--- config.mk ---
export PLATFORM = sky130hd
export DESIGN_NAME = client_arbiter
export DESIGN_NICKNAME = d
export VERILOG_FILES = /design/src/rtl/client_arbiter.sv
export SDC_FILE = /design/constraint.sdc
export NUM_CORES = 1
export LEC_CHECK = 0
export CORE_MARGIN = 2
export CORE_UTILIZATION = 30
export CTS_CLUSTER_SIZE = 25
export DETAILED_ROUTE_END_ITERATION = 7
export MAX_ROUTING_LAYER = met4
export PLACE_DENSITY = 0.71
export SETUP_SLACK_MARGIN = 0.05
export SYNTH_ARGS = -nofsm -noshare
export SYNTH_HDL_FRONTEND = slang
export SYNTH_SLANG_ARGS = --single-unit
--- constraint.sdc ---
create_clock -name clk -period 2.6 [get_ports clk]
set_input_delay 0.78 -clock clk [delete_from_list [all_inputs] [get_ports clk]]
set_output_delay 0.78 -clock clk [all_outputs]
set_load 0.05 [all_outputs]
--- src/rtl/client_arbiter.sv ---
// client_arbiter: packet-level round-robin arbiter feeding one AXI-Stream port through a one-beat output register.
// Optional per-client packet counters on pkt_count are enabled by defining CLIENT_ARB_STATS_EN.
`ifndef DATAW
`define DATAW 32
`endif
`ifndef AXIS_MAX_DATAW
`define AXIS_MAX_DATAW 64
`endif
`ifndef AXIS_DESTW
`define AXIS_DESTW 4
`endif
`ifndef AXIS_USERW
`define AXIS_USERW 8
`endif
`ifndef AXIS_IDW
`define AXIS_IDW 4
`endif
`ifndef AXIS_STRBW
`define AXIS_STRBW 8
`endif
`ifndef AXIS_KEEPW
`define AXIS_KEEPW 8
`endif

module client_arbiter #(
    parameter int NUM_CLIENTS = 4,
    parameter int DATA_WIDTH  = `DATAW,
    parameter int IDX_W       = $clog2(NUM_CLIENTS)
) (
    input  logic                                clk,
    input  logic                                rst,
    input  logic [NUM_CLIENTS*DATA_WIDTH-1:0]   req_tdata,
    input  logic [NUM_CLIENTS*`AXIS_DESTW-1:0]  req_tdest,
    input  logic [NUM_CLIENTS*`AXIS_USERW-1:0]  req_tuser,
    input  logic [NUM_CLIENTS-1:0]              req_tlast,
    input  logic [NUM_CLIENTS-1:0]              req_tvalid,
    output logic [NUM_CLIENTS-1:0]              req_tready,
    input  logic                                axis_tready,
    output logic                                axis_tvalid,
    output logic                                axis_tlast,
    output logic [`AXIS_MAX_DATAW-1:0]          axis_tdata,
    output logic [`AXIS_DESTW-1:0]              axis_tdest,
    output logic [`AXIS_USERW-1:0]              axis_tuser,
    output logic [`AXIS_IDW-1:0]                axis_tid,
    output logic [`AXIS_STRBW-1:0]              axis_tstrb,
    output logic [`AXIS_KEEPW-1:0]              axis_tkeep,
`ifdef CLIENT_ARB_STATS_EN
    output logic                                busy,
    output logic [NUM_CLIENTS*16-1:0]           pkt_count
`else
    output logic                                busy
`endif
);
    localparam int ODW   = `AXIS_MAX_DATAW;
    localparam int DESTW = `AXIS_DESTW;
    localparam int USERW = `AXIS_USERW;
    localparam int IDW   = `AXIS_IDW;

    typedef enum logic {IDLE, LOCKED} state_t;

    state_t                 state, state_n;
    logic [IDX_W-1:0]       grant, grant_n, rr_ptr, rr_n, pick, tid_q;
    logic [DATA_WIDTH-1:0]  data_q;
    logic                   found, can_accept, xfer, pkt_done;
    int                     c;

    assign can_accept = ~axis_tvalid | axis_tready;
    assign busy       = state == LOCKED;
    assign xfer       = busy & req_tvalid[grant] & can_accept;
    assign pkt_done   = xfer & req_tlast[grant];
    // Backpressure reaches the granted client combinationally from axis_tready.
    assign req_tready = (busy & can_accept) ? NUM_CLIENTS'(1) << grant : '0;
    assign axis_tdata = ODW'(data_q);
    assign axis_tid   = IDW'(tid_q);
    assign axis_tstrb = '0;
    assign axis_tkeep = '0;

    // First requester at or after rr_ptr, searching modulo NUM_CLIENTS.
    always_comb begin
        found = 1'b0;
        pick  = rr_ptr;
        c     = 0;
        for (int k = 0; k < NUM_CLIENTS; k++) begin
            c = int'(rr_ptr) + k;
            c = (c >= NUM_CLIENTS) ? c - NUM_CLIENTS : c;
            if (!found && req_tvalid[c]) begin
                found = 1'b1;
                pick  = IDX_W'(c);
            end
        end
    end

    always_comb begin
        state_n = state;
        grant_n = grant;
        rr_n    = rr_ptr;
        if (state == IDLE && found) begin
            state_n = LOCKED;
            grant_n = pick;
        end else if (pkt_done) begin
            state_n = IDLE;
            rr_n    = (grant == IDX_W'(NUM_CLIENTS - 1)) ? '0 : grant + 1'b1;
        end
    end

    always_ff @(posedge clk) begin
        if (!rst) begin
            state       <= IDLE;
            grant       <= '0;
            rr_ptr      <= '0;
            axis_tvalid <= 1'b0;
            axis_tlast  <= 1'b0;
            data_q      <= '0;
            axis_tdest  <= '0;
            axis_tuser  <= '0;
            tid_q       <= '0;
        end else begin
            state  <= state_n;
            grant  <= grant_n;
            rr_ptr <= rr_n;
            if (xfer) begin
                axis_tvalid <= 1'b1;
                axis_tlast  <= req_tlast[grant];
                data_q      <= req_tdata[int'(grant)*DATA_WIDTH +: DATA_WIDTH];
                axis_tdest  <= req_tdest[int'(grant)*DESTW +: DESTW];
                axis_tuser  <= req_tuser[int'(grant)*USERW +: USERW];
                tid_q       <= grant;
            end else if (axis_tready) begin
                axis_tvalid <= 1'b0;
            end
        end
    end

`ifdef CLIENT_ARB_STATS_EN
    always_ff @(posedge clk) begin
        for (int i = 0; i < NUM_CLIENTS; i++) begin
            if (!rst)
                pkt_count[i*16 +: 16] <= '0;
            else if (pkt_done && grant == IDX_W'(i))
                pkt_count[i*16 +: 16] <= pkt_count[i*16 +: 16] + 16'd1;
        end
    end
`endif

endmodule

==> run_summary.xml, run 1 <==
<?xml version="1.0" encoding="UTF-8"?>
<metrics>
  <group name="synthesis">
    <metric name="part_of_the_yosys_area_used_for_sequential_elements" unit="%">29.0</metric>
    <metric name="ys_top_cells_by_area" unit="">sky130_fd_sc_hd__dfxtp_1 (29%), sky130_fd_sc_hd__mux4_2 (28%), sky130_fd_sc_hd__buf_4 (11%)</metric>
    <metric name="synthDominantCellAreaShare" unit="%">29.0</metric>
    <metric name="synth.avg_cell_area" unit="sq um">9.98</metric>
    <metric name="synthDistinctLibCells" unit="">32</metric>
    <metric name="yosysWarningCount" unit="">0</metric>
    <metric name="syn-instance-count" unit="">367</metric>
    <metric name="yosys_register_bits" unit="">53</metric>
    <metric name="yosys.area.top_type" unit="">sky130_fd_sc_hd__dfxtp_1</metric>
    <metric name="netlist_area" unit="sq mm">0.00366</metric>
  </group>
  <group name="power">
    <metric name="power_leakage" unit="nW">2.25</metric>
    <metric name="p_per_area" unit="mW/mm^2">443</metric>
    <metric name="pwr_total" unit="mW">2.77</metric>
    <metric name="vdd_drop_max" unit="V">0.000264</metric>
  </group>
  <group name="sta">
    <metric name="worst-slew-pin-transition" unit="ns">0.572</metric>
    <metric name="layout_setup_ws" unit="ns">0.0811</metric>
    <metric name="post-route-period-util" unit="%">96.9</metric>
    <metric name="slew-limit-headroom" unit="%">61.7</metric>
    <metric name="maxSlewViolCount" unit="">0</metric>
    <metric name="clock_skew" unit="ns">0.0118</metric>
    <metric name="fin_crit" unit="ns">2.52</metric>
    <metric name="grt_setup_unrepaired" unit="">false</metric>
    <metric name="timing.fmax" unit="GHz">0.397</metric>
    <metric name="hold_viol" unit="">0</metric>
    <metric name="final_setup_violations" unit="">0</metric>
  </group>
  <group name="routing">
    <metric name="route.detailed.vias_per_inst" unit="">4.64</metric>
    <metric name="drt.antenna.violating_nets" unit="">0</metric>
    <metric name="detailed_route_via_count" unit="">3451</metric>
    <metric name="drt-total-wl" unit="um">11500</metric>
    <metric name="firstDrtPassIters" unit="">4</metric>
    <metric name="wl_per_cell" unit="um">15.4</metric>
    <metric name="drt_first_iter_violations" unit="">169</metric>
    <metric name="drt_drc_violations_left" unit="">0</metric>
  </group>
  <group name="critical_path">
    <metric name="worst_ep_arrival_time" unit="ns">1.74</metric>
    <metric name="path_class" unit="">in2out</metric>
    <metric name="timing.critical_path.max_delay_family" unit="">buffers and inverters</metric>
    <metric name="cpMaxStageDelayCell" unit="">sky130_fd_sc_hd__clkdlybuf4s50_1</metric>
    <metric name="worst-path-max-fanout" unit="">5</metric>
    <metric name="critPathLaunchType" unit="">input pin</metric>
    <metric name="critical_path_buf_inv_count" unit="">2</metric>
    <metric name="r2r_slack" unit="ns">0.61</metric>
    <metric name="worst_ep_required_time" unit="ns">1.82</metric>
    <metric name="critical_path.reg2reg.endpoint" unit="">data_q[6]$_SDFFE_PN0P_</metric>
    <metric name="crit_chain" unit="">clkdlybuf4s50_1 &gt; nand2b_4 &gt; and3_4 &gt; buf_12</metric>
    <metric name="worst_reg2reg_path_depth" unit="">6</metric>
    <metric name="end_kind" unit="">primary output</metric>
    <metric name="cpPeakStageDelay" unit="ns">0.46</metric>
    <metric name="reg2reg_launch_point" unit="">grant[1]$_SDFFE_PN0P_</metric>
  </group>
  <group name="place">
    <metric name="dp_hpwl" unit="um">9550</metric>
    <metric name="final_weighted_congestion_in_routability_driven_placement" unit="">0.774</metric>
    <metric name="pre_cts_ws" unit="ns">-0.0159</metric>
    <metric name="placed_instances" unit="">737</metric>
    <metric name="port_buffers" unit="">239</metric>
  </group>
  <group name="floorplanning">
    <metric name="floorplan.initialDensity" unit="%">30.6</metric>
    <metric name="rows" unit="">40</metric>
    <metric name="floorplan.die.width" unit="um">114</metric>
    <metric name="i_o_pin_total" unit="">290</metric>
    <metric name="placeableCoreArea" unit="sq mm">0.0120</metric>
    <metric name="fp.dieArea" unit="sq mm">0.0131</metric>
    <metric name="dieHeight" unit="um">114</metric>
  </group>
  <group name="min_path">
    <metric name="hold_path_startpoint" unit="">data_q[15]$_SDFFE_PN0P_</metric>
    <metric name="holdCritPathClass" unit="">reg2reg</metric>
    <metric name="holdPathStages" unit="">2</metric>
    <metric name="hold_path_end" unit="">data_q[15]$_SDFFE_PN0P_</metric>
  </group>
  <group name="clock_tree">
    <metric name="h-tree-depth" unit="">2</metric>
    <metric name="worstSkewPairLatency" unit="ns">0.29</metric>
    <metric name="cts_max_path_buffers" unit="">2</metric>
    <metric name="tritoncts_clock_tree" unit="">yes</metric>
    <metric name="root_driver" unit="">sky130_fd_sc_hd__clkbuf_16</metric>
    <metric name="cts_made_buffers" unit="">5</metric>
    <metric name="tritoncts_num_sinks" unit="">53</metric>
    <metric name="cts.reportedPaths.clkPinSlew" unit="ns">0.06</metric>
  </group>
  <group name="final_layout">
    <metric name="area_growth_syn_to_layout" unit="%">70.7</metric>
    <metric name="n_antenna_cell" unit="">0</metric>
    <metric name="final_layout_size_suffix_gt1_share" unit="%">14.2</metric>
    <metric name="fin_cells" unit="">744</metric>
    <metric name="fin_nets" unit="">788</metric>
  </group>
  <group name="global_routing">
    <metric name="gr-total-overflow" unit="">0</metric>
    <metric name="grt_use_met1" unit="%">20.7</metric>
    <metric name="grt_busiest_layer" unit="">met2</metric>
    <metric name="grt_pass1_wl" unit="um">18000</metric>
    <metric name="global_route.usage.total" unit="%">17.9</metric>
    <metric name="globalRouteMet2Util" unit="%">32.9</metric>
    <metric name="grt_max_degree" unit="">33</metric>
    <metric name="antenna_found_initial" unit="">0</metric>
    <metric name="first_global_vias" unit="">3579</metric>
    <metric name="global_route.usage.met3" unit="%">2.49</metric>
  </group>
  <group name="outcome">
    <metric name="status" unit="">finished, final reports clean</metric>
  </group>
  <group name="flow_run">
    <metric name="max-cap-violations" unit="">0</metric>
  </group>
</metrics>
[routing by layer]
layer,vias to the layer above,wire length [um]
met4,0,143
met5,-,0
li1,1649,-
met3,11,700
met2,157,6070
met1,1634,4560
[metrics by stage]
stage	utilization [%]	hold slack (ns)	area [sq um]	TNS, ns
after floorplan	-	0.462	3850	0
after global placement	50.9	0.442	6090	-0.0972
after detailed placement	50.9	0.448	6090	-0.0405
after CTS	52.0	0.457	6220	0
after global routing	52.2	0.477	6250	0
final	52.2	0.454	6250	0
[worst reg2reg max path: stages (launching register included)]
cell and delay [ns]:
sky130_fd_sc_hd__dfxtp_2 0.56, sky130_fd_sc_hd__buf_4 0.35, sky130_fd_sc_hd__mux4_2 0.41, sky130_fd_sc_hd__nand3_2 0.16, sky130_fd_sc_hd__buf_12 0.18, sky130_fd_sc_hd__nand2_1 0.08, sky130_fd_sc_hd__a21boi_0 0.17
[flip-flops by register name, summed over array words and instances (netlist names)]
signal and cells:
busy 1, axis_tdest 4, axis_tvalid 1, axis_tuser 8, grant 2, tid_q 2
data_q 32, axis_tlast 1, rr_ptr 2
[layout by cell type (no fill, tap or decap), types with 3 or more instances in the layout]
master / instances
sky130_fd_sc_hd__clkbuf_16: 5
sky130_fd_sc_hd__a21boi_0: 41
sky130_fd_sc_hd__inv_1: 3
sky130_fd_sc_hd__dfxtp_1: 51
sky130_fd_sc_hd__and3_4: 5
sky130_fd_sc_hd__a21boi_1: 6
sky130_fd_sc_hd__ha_1: 4
sky130_fd_sc_hd__nand2_1: 96
sky130_fd_sc_hd__conb_1: 50
sky130_fd_sc_hd__mux2i_1: 4
sky130_fd_sc_hd__buf_4: 11
sky130_fd_sc_hd__buf_12: 8
sky130_fd_sc_hd__mux4_2: 46
sky130_fd_sc_hd__nor2_1: 5
sky130_fd_sc_hd__clkdlybuf4s50_1: 234
sky130_fd_sc_hd__o21ai_0: 4
[logic make-up after synthesis]
logic type               count (synthesis)  synth area share [%]
multiplexers                            51                  29.7
AO/OA/AOI/OAI                           57                  11.4
flip-flops                              53                  29.0
AND/OR/NAND/NOR                        118                  13.4
other                                    1                 0.102
buffers and inverters                   83                  15.1
adder cells (fa/ha/maj)                  4                  1.37
[synthesized netlist by cell type (all sizes together)]
cell type,count
mux2i,4
mux2,1
nor3,1
nor2b,1
mux4,46
nor3b,1
a211o,1
a31oi,1
nand2b,2
o21a,2
or2,1
nand2,96
a21oi,1
a21boi,47
nand3,2
nor2,5
o21ai,4
clkbuf,12
ha,4
nor4,2
a31o,1
conb,1
inv,3
dfxtp,53
and2,2
buf,68
and3,5
[where the power goes]
part / internal (mW) / leakage (nW) / switching, mW
combinational: 0.585 / 1.75 / 0.645
clock: 0.351 / 0.0667 / 0.274
sequential: 0.875 / 0.434 / 0.0418
[final cells by class]
type	count	area [sq um]
multi-input combinational	280	2260
fill	1104	5710
inverter	3	11.3
clock inverter	1	5.00
sequential	53	1070
timing repair buffer	254	2590
clock buffer	6	129
tap	147	184
[timing repair]
action	in CTS	in global routing
buffers inserted	0	0
cloned	0	0
hold buffers	0	0
resized for setup	1	5
setup endpoints to repair	4	4
[worst max-delay path by stage]
| stage | startpoint | endpoint | slack (ns) | cells past startpoint |
|---|---|---|---|---|
| 5_1_grt | axis_tready | req_tready[1] | 0.04 | 4 |
| 2_1_floorplan | grant[0]$_SDFFE_PN0P_ | req_tready[0] | 0.28 | 6 |
| 4_1_cts | axis_tready | req_tready[1] | 0.02 | 4 |
| 3_3_place_gp | axis_tready | req_tready[1] | -0.03 | 4 |
| 6_report | axis_tready | req_tready[1] | 0.08 | 4 |
| 3_5_place_dp | axis_tready | req_tready[0] | -0.02 | 4 |
(Power assumes the default switching activity.)
==> run 2, diff against run 1 <==
--- a/config.mk
+++ b/config.mk
@@ -5,12 +5,14 @@
 export SDC_FILE = /design/constraint.sdc
 export NUM_CORES = 1
 export LEC_CHECK = 0
-export CORE_MARGIN = 2
-export CORE_UTILIZATION = 30
+export CORE_AREA = 2 2 112 114
+export CTS_BUF_LIST = sky130_fd_sc_hd__clkbuf_16
 export CTS_CLUSTER_SIZE = 25
 export DETAILED_ROUTE_END_ITERATION = 7
+export DIE_AREA = 0 0 114 116
+export GPL_TIMING_DRIVEN = 0
 export MAX_ROUTING_LAYER = met4
-export PLACE_DENSITY = 0.71
+export PLACE_DENSITY = 0.72
 export SETUP_SLACK_MARGIN = 0.05
 export SYNTH_ARGS = -nofsm -noshare
 export SYNTH_HDL_FRONTEND = slang
==> run 2 against run 1 <==
Sequential share of layout area fell by 0.91 points. Worst setup slack lost 0.022 ns. Register-to-register slack worse by 0.06 ns. Maximum frequency shrank 0.86%. Worst hold slack lost 0.00060 ns. Sequential power down 0.8%. Via count up 4.4%. Clock-buffer cell count down 1. Core utilization rose by 2.9 points. Combinational power up 5%. Global-route usage up 0.29 points. Non-clock buffer count increased by 63. Critical endpoint is now req_tready[2]. Largest cell class unchanged.
==> run_summary.xml, run 2 (same netlist as run 1, synthesis figures left out) <==
<?xml version="1.0" encoding="UTF-8"?>
<metrics>
  <group name="outcome">
    <metric name="status" unit="">finished, final reports clean</metric>
  </group>
  <group name="place">
    <metric name="dp_hpwl" unit="um">10500</metric>
    <metric name="port_buffers" unit="">238</metric>
    <metric name="placed_instances" unit="">801</metric>
    <metric name="final_weighted_congestion_in_routability_driven_placement" unit="">0.834</metric>
  </group>
  <group name="critical_path">
    <metric name="worst_ep_required_time" unit="ns">1.82</metric>
    <metric name="reg2reg_launch_point" unit="">grant[1]$_SDFFE_PN0P_</metric>
    <metric name="end_kind" unit="">primary output</metric>
    <metric name="worst_ep_arrival_time" unit="ns">1.76</metric>
    <metric name="worst_reg2reg_path_depth" unit="">6</metric>
    <metric name="endpoint" unit="">req_tready[2]</metric>
    <metric name="worst_setup_path_startpoint" unit="">axis_tready</metric>
    <metric name="path_class" unit="">in2out</metric>
    <metric name="worst-path-max-fanout" unit="">9</metric>
    <metric name="critPathLaunchType" unit="">input pin</metric>
    <metric name="r2r_slack" unit="ns">0.55</metric>
    <metric name="critical_path.reg2reg.endpoint" unit="">data_q[2]$_SDFFE_PN0P_</metric>
  </group>
  <group name="min_path">
    <metric name="holdCritPathClass" unit="">reg2reg</metric>
  </group>
  <group name="clock_tree">
    <metric name="tritoncts_clock_tree" unit="">yes</metric>
    <metric name="tritoncts_num_sinks" unit="">53</metric>
    <metric name="h-tree-depth" unit="">2</metric>
    <metric name="cts_hold_repair_buffers" unit="">0</metric>
    <metric name="cts_made_buffers" unit="">5</metric>
    <metric name="cts.reportedPaths.clkPinSlew" unit="ns">0.06</metric>
    <metric name="root_driver" unit="">sky130_fd_sc_hd__clkbuf_16</metric>
    <metric name="cts_max_path_buffers" unit="">2</metric>
    <metric name="postCtsSetupRepairBufs" unit="">0</metric>
    <metric name="worstSkewPairLatency" unit="ns">0.28</metric>
  </group>
  <group name="final_layout">
    <metric name="area_growth_syn_to_layout" unit="%">79.4</metric>
    <metric name="layout_top_registers" unit="">data_q (32), axis_tuser (8), axis_tdest (4)</metric>
    <metric name="layout.core_utilization" unit="%">55.2</metric>
    <metric name="n_antenna_cell" unit="">0</metric>
    <metric name="top_register" unit="">data_q</metric>
    <metric name="multi_input_area" unit="sq mm">0.00224</metric>
    <metric name="sequential_cell_area" unit="sq mm">0.00106</metric>
    <metric name="final_layout_size_suffix_gt1_share" unit="%">19.8</metric>
    <metric name="final.fill_count" unit="">1080</metric>
    <metric name="final_cell_mix" unit="">sky130_fd_sc_hd__clkdlybuf4s50_1 (234), sky130_fd_sc_hd__nand2_1 (96), sky130_fd_sc_hd__buf_4 (55)</metric>
    <metric name="fin_cells" unit="">807</metric>
    <metric name="mostFrequentLayoutCell" unit="">sky130_fd_sc_hd__clkdlybuf4s50_1</metric>
    <metric name="flip_flop_count_of_the_largest_register_after_layout" unit="">32</metric>
    <metric name="fin_nets" unit="">851</metric>
  </group>
  <group name="sta">
    <metric name="tns" unit="ns">0</metric>
    <metric name="grt_setup_unrepaired" unit="">true</metric>
    <metric name="post-route-period-util" unit="%">97.7</metric>
    <metric name="clock_skew" unit="ns">0.00628</metric>
    <metric name="fin_crit" unit="ns">2.54</metric>
    <metric name="final_setup_violations" unit="">0</metric>
    <metric name="hold_viol" unit="">0</metric>
    <metric name="timing.fmax" unit="GHz">0.394</metric>
    <metric name="worst-slew-pin-transition" unit="ns">0.605</metric>
    <metric name="maxSlewViolCount" unit="">0</metric>
    <metric name="slew-limit-headroom" unit="%">59.7</metric>
  </group>
  <group name="power">
    <metric name="clock_power_share" unit="%">21.9</metric>
    <metric name="power_switching" unit="mW">0.975</metric>
    <metric name="pwr_total" unit="mW">2.82</metric>
    <metric name="share_seq_of_total_power" unit="%">32.3</metric>
    <metric name="p_per_area" unit="mW/mm^2">429</metric>
    <metric name="switching_share" unit="%">34.6</metric>
    <metric name="power_share_of_the_combinational_group" unit="%">45.7</metric>
    <metric name="power_leakage" unit="nW">2.54</metric>
    <metric name="vdd_drop_max" unit="V">0.000275</metric>
    <metric name="p_int" unit="mW">1.84</metric>
  </group>
  <group name="floorplanning">
    <metric name="fp.dieArea" unit="sq mm">0.0132</metric>
    <metric name="dieHeight" unit="um">116</metric>
    <metric name="i_o_pin_total" unit="">290</metric>
    <metric name="floorplan.initialDensity" unit="%">30.7</metric>
    <metric name="floorplan.die.width" unit="um">114</metric>
    <metric name="placeableCoreArea" unit="sq mm">0.0119</metric>
    <metric name="rows" unit="">40</metric>
  </group>
  <group name="routing">
    <metric name="firstDrtPassIters" unit="">6</metric>
    <metric name="drt-total-wl" unit="um">12400</metric>
    <metric name="wl_per_cell" unit="um">15.4</metric>
    <metric name="route.detailed.vias_per_inst" unit="">4.47</metric>
    <metric name="detailed_route_via_count" unit="">3604</metric>
    <metric name="drt_drc_violations_left" unit="">0</metric>
    <metric name="drt_first_iter_violations" unit="">94</metric>
    <metric name="drt.antenna.violating_nets" unit="">0</metric>
  </group>
  <group name="global_routing">
    <metric name="first_global_vias" unit="">3599</metric>
    <metric name="global_route.usage.total" unit="%">18.2</metric>
    <metric name="gr-total-overflow" unit="">0</metric>
    <metric name="grt_pass1_wl" unit="um">18300</metric>
    <metric name="antenna_found_initial" unit="">0</metric>
    <metric name="grt_max_degree" unit="">20</metric>
  </group>
  <group name="flow_run">
    <metric name="max-cap-violations" unit="">0</metric>
  </group>
</metrics>
[run 2: cell types whose count changed in the layout (fill, tap and decap cells not counted), sizes merged]
cell / before / now
inv: 3 / 4
buf: 20 / 70
clkbuf: 6 / 18
[run 2: layout make-up]
class,count,area share [%]
flip-flops and latches,53,16.1
repair buffers,238,36.3
multi-input cells,280,34.1
clock inverters,2,0.114
plain buffers,79,8.49
clock buffers,5,1.90
well taps,147,2.80
inverters,3,0.171
[run 2: layer usage]
metal	GRT usage (%)	vias up	wire [um]
met5	-	-	0
li1	-	1771	-
met1	21.2	1663	4890
met3	3.35	14	873
met2	32.7	156	6480
met4	4.07	0	167
[run 2: worst min path at each step]
stage                                     startpoint  depth (start not counted)                         end  slack [ns]
after detailed placement     data_q[15]$_SDFFE_PN0P_                          2     data_q[15]$_SDFFE_PN0P_        0.45
after global routing         data_q[14]$_SDFFE_PN0P_                          2     data_q[14]$_SDFFE_PN0P_        0.48
after global placement    axis_tdest[0]$_SDFFE_PN0P_                          2  axis_tdest[0]$_SDFFE_PN0P_        0.44
after floorplan               rr_ptr[0]$_SDFFE_PN0P_                          2      rr_ptr[0]$_SDFFE_PN0P_        0.46
after CTS                    data_q[15]$_SDFFE_PN0P_                          2     data_q[15]$_SDFFE_PN0P_        0.46
final                     axis_tdest[0]$_SDFFE_PN0P_                          2  axis_tdest[0]$_SDFFE_PN0P_        0.45
[run 2: power by group through the flow]
stage	registers (mW)	clock network (mW)	logic, mW
2_1_floorplan	1.13	0	0.591
3_3_place_gp	0.925	0	1.27
3_5_place_dp	0.929	0	1.29
4_1_cts	0.911	0.643	1.29
5_1_grt	0.918	0.675	1.37
6_report	0.910	0.618	1.29
[run 2: repair_timing]
action                                  4_1_cts  5_1_grt
cloned                                        0        0
endpoints found under the setup margin        4       15
resized for setup                            29       10
hold endpoints to repair                      0        0
[run 2: through the flow]
stage	cell area (sq um)	hold WS (ns)	setup WS, ns
after detailed placement	6410	0.448	-0.725
after global routing	6570	0.480	0.0310
after CTS	6550	0.458	0.0411
final	6570	0.453	0.0591
after floorplan	3850	0.462	0.276
after global placement	6410	0.442	-0.714
[run 2: worst max-delay path, cell delays in order]
cell and delay (ns):
sky130_fd_sc_hd__clkdlybuf4s50_1 0.45, sky130_fd_sc_hd__nand2b_4 0.17, sky130_fd_sc_hd__and3_1 0.16, sky130_fd_sc_hd__buf_4 0.20
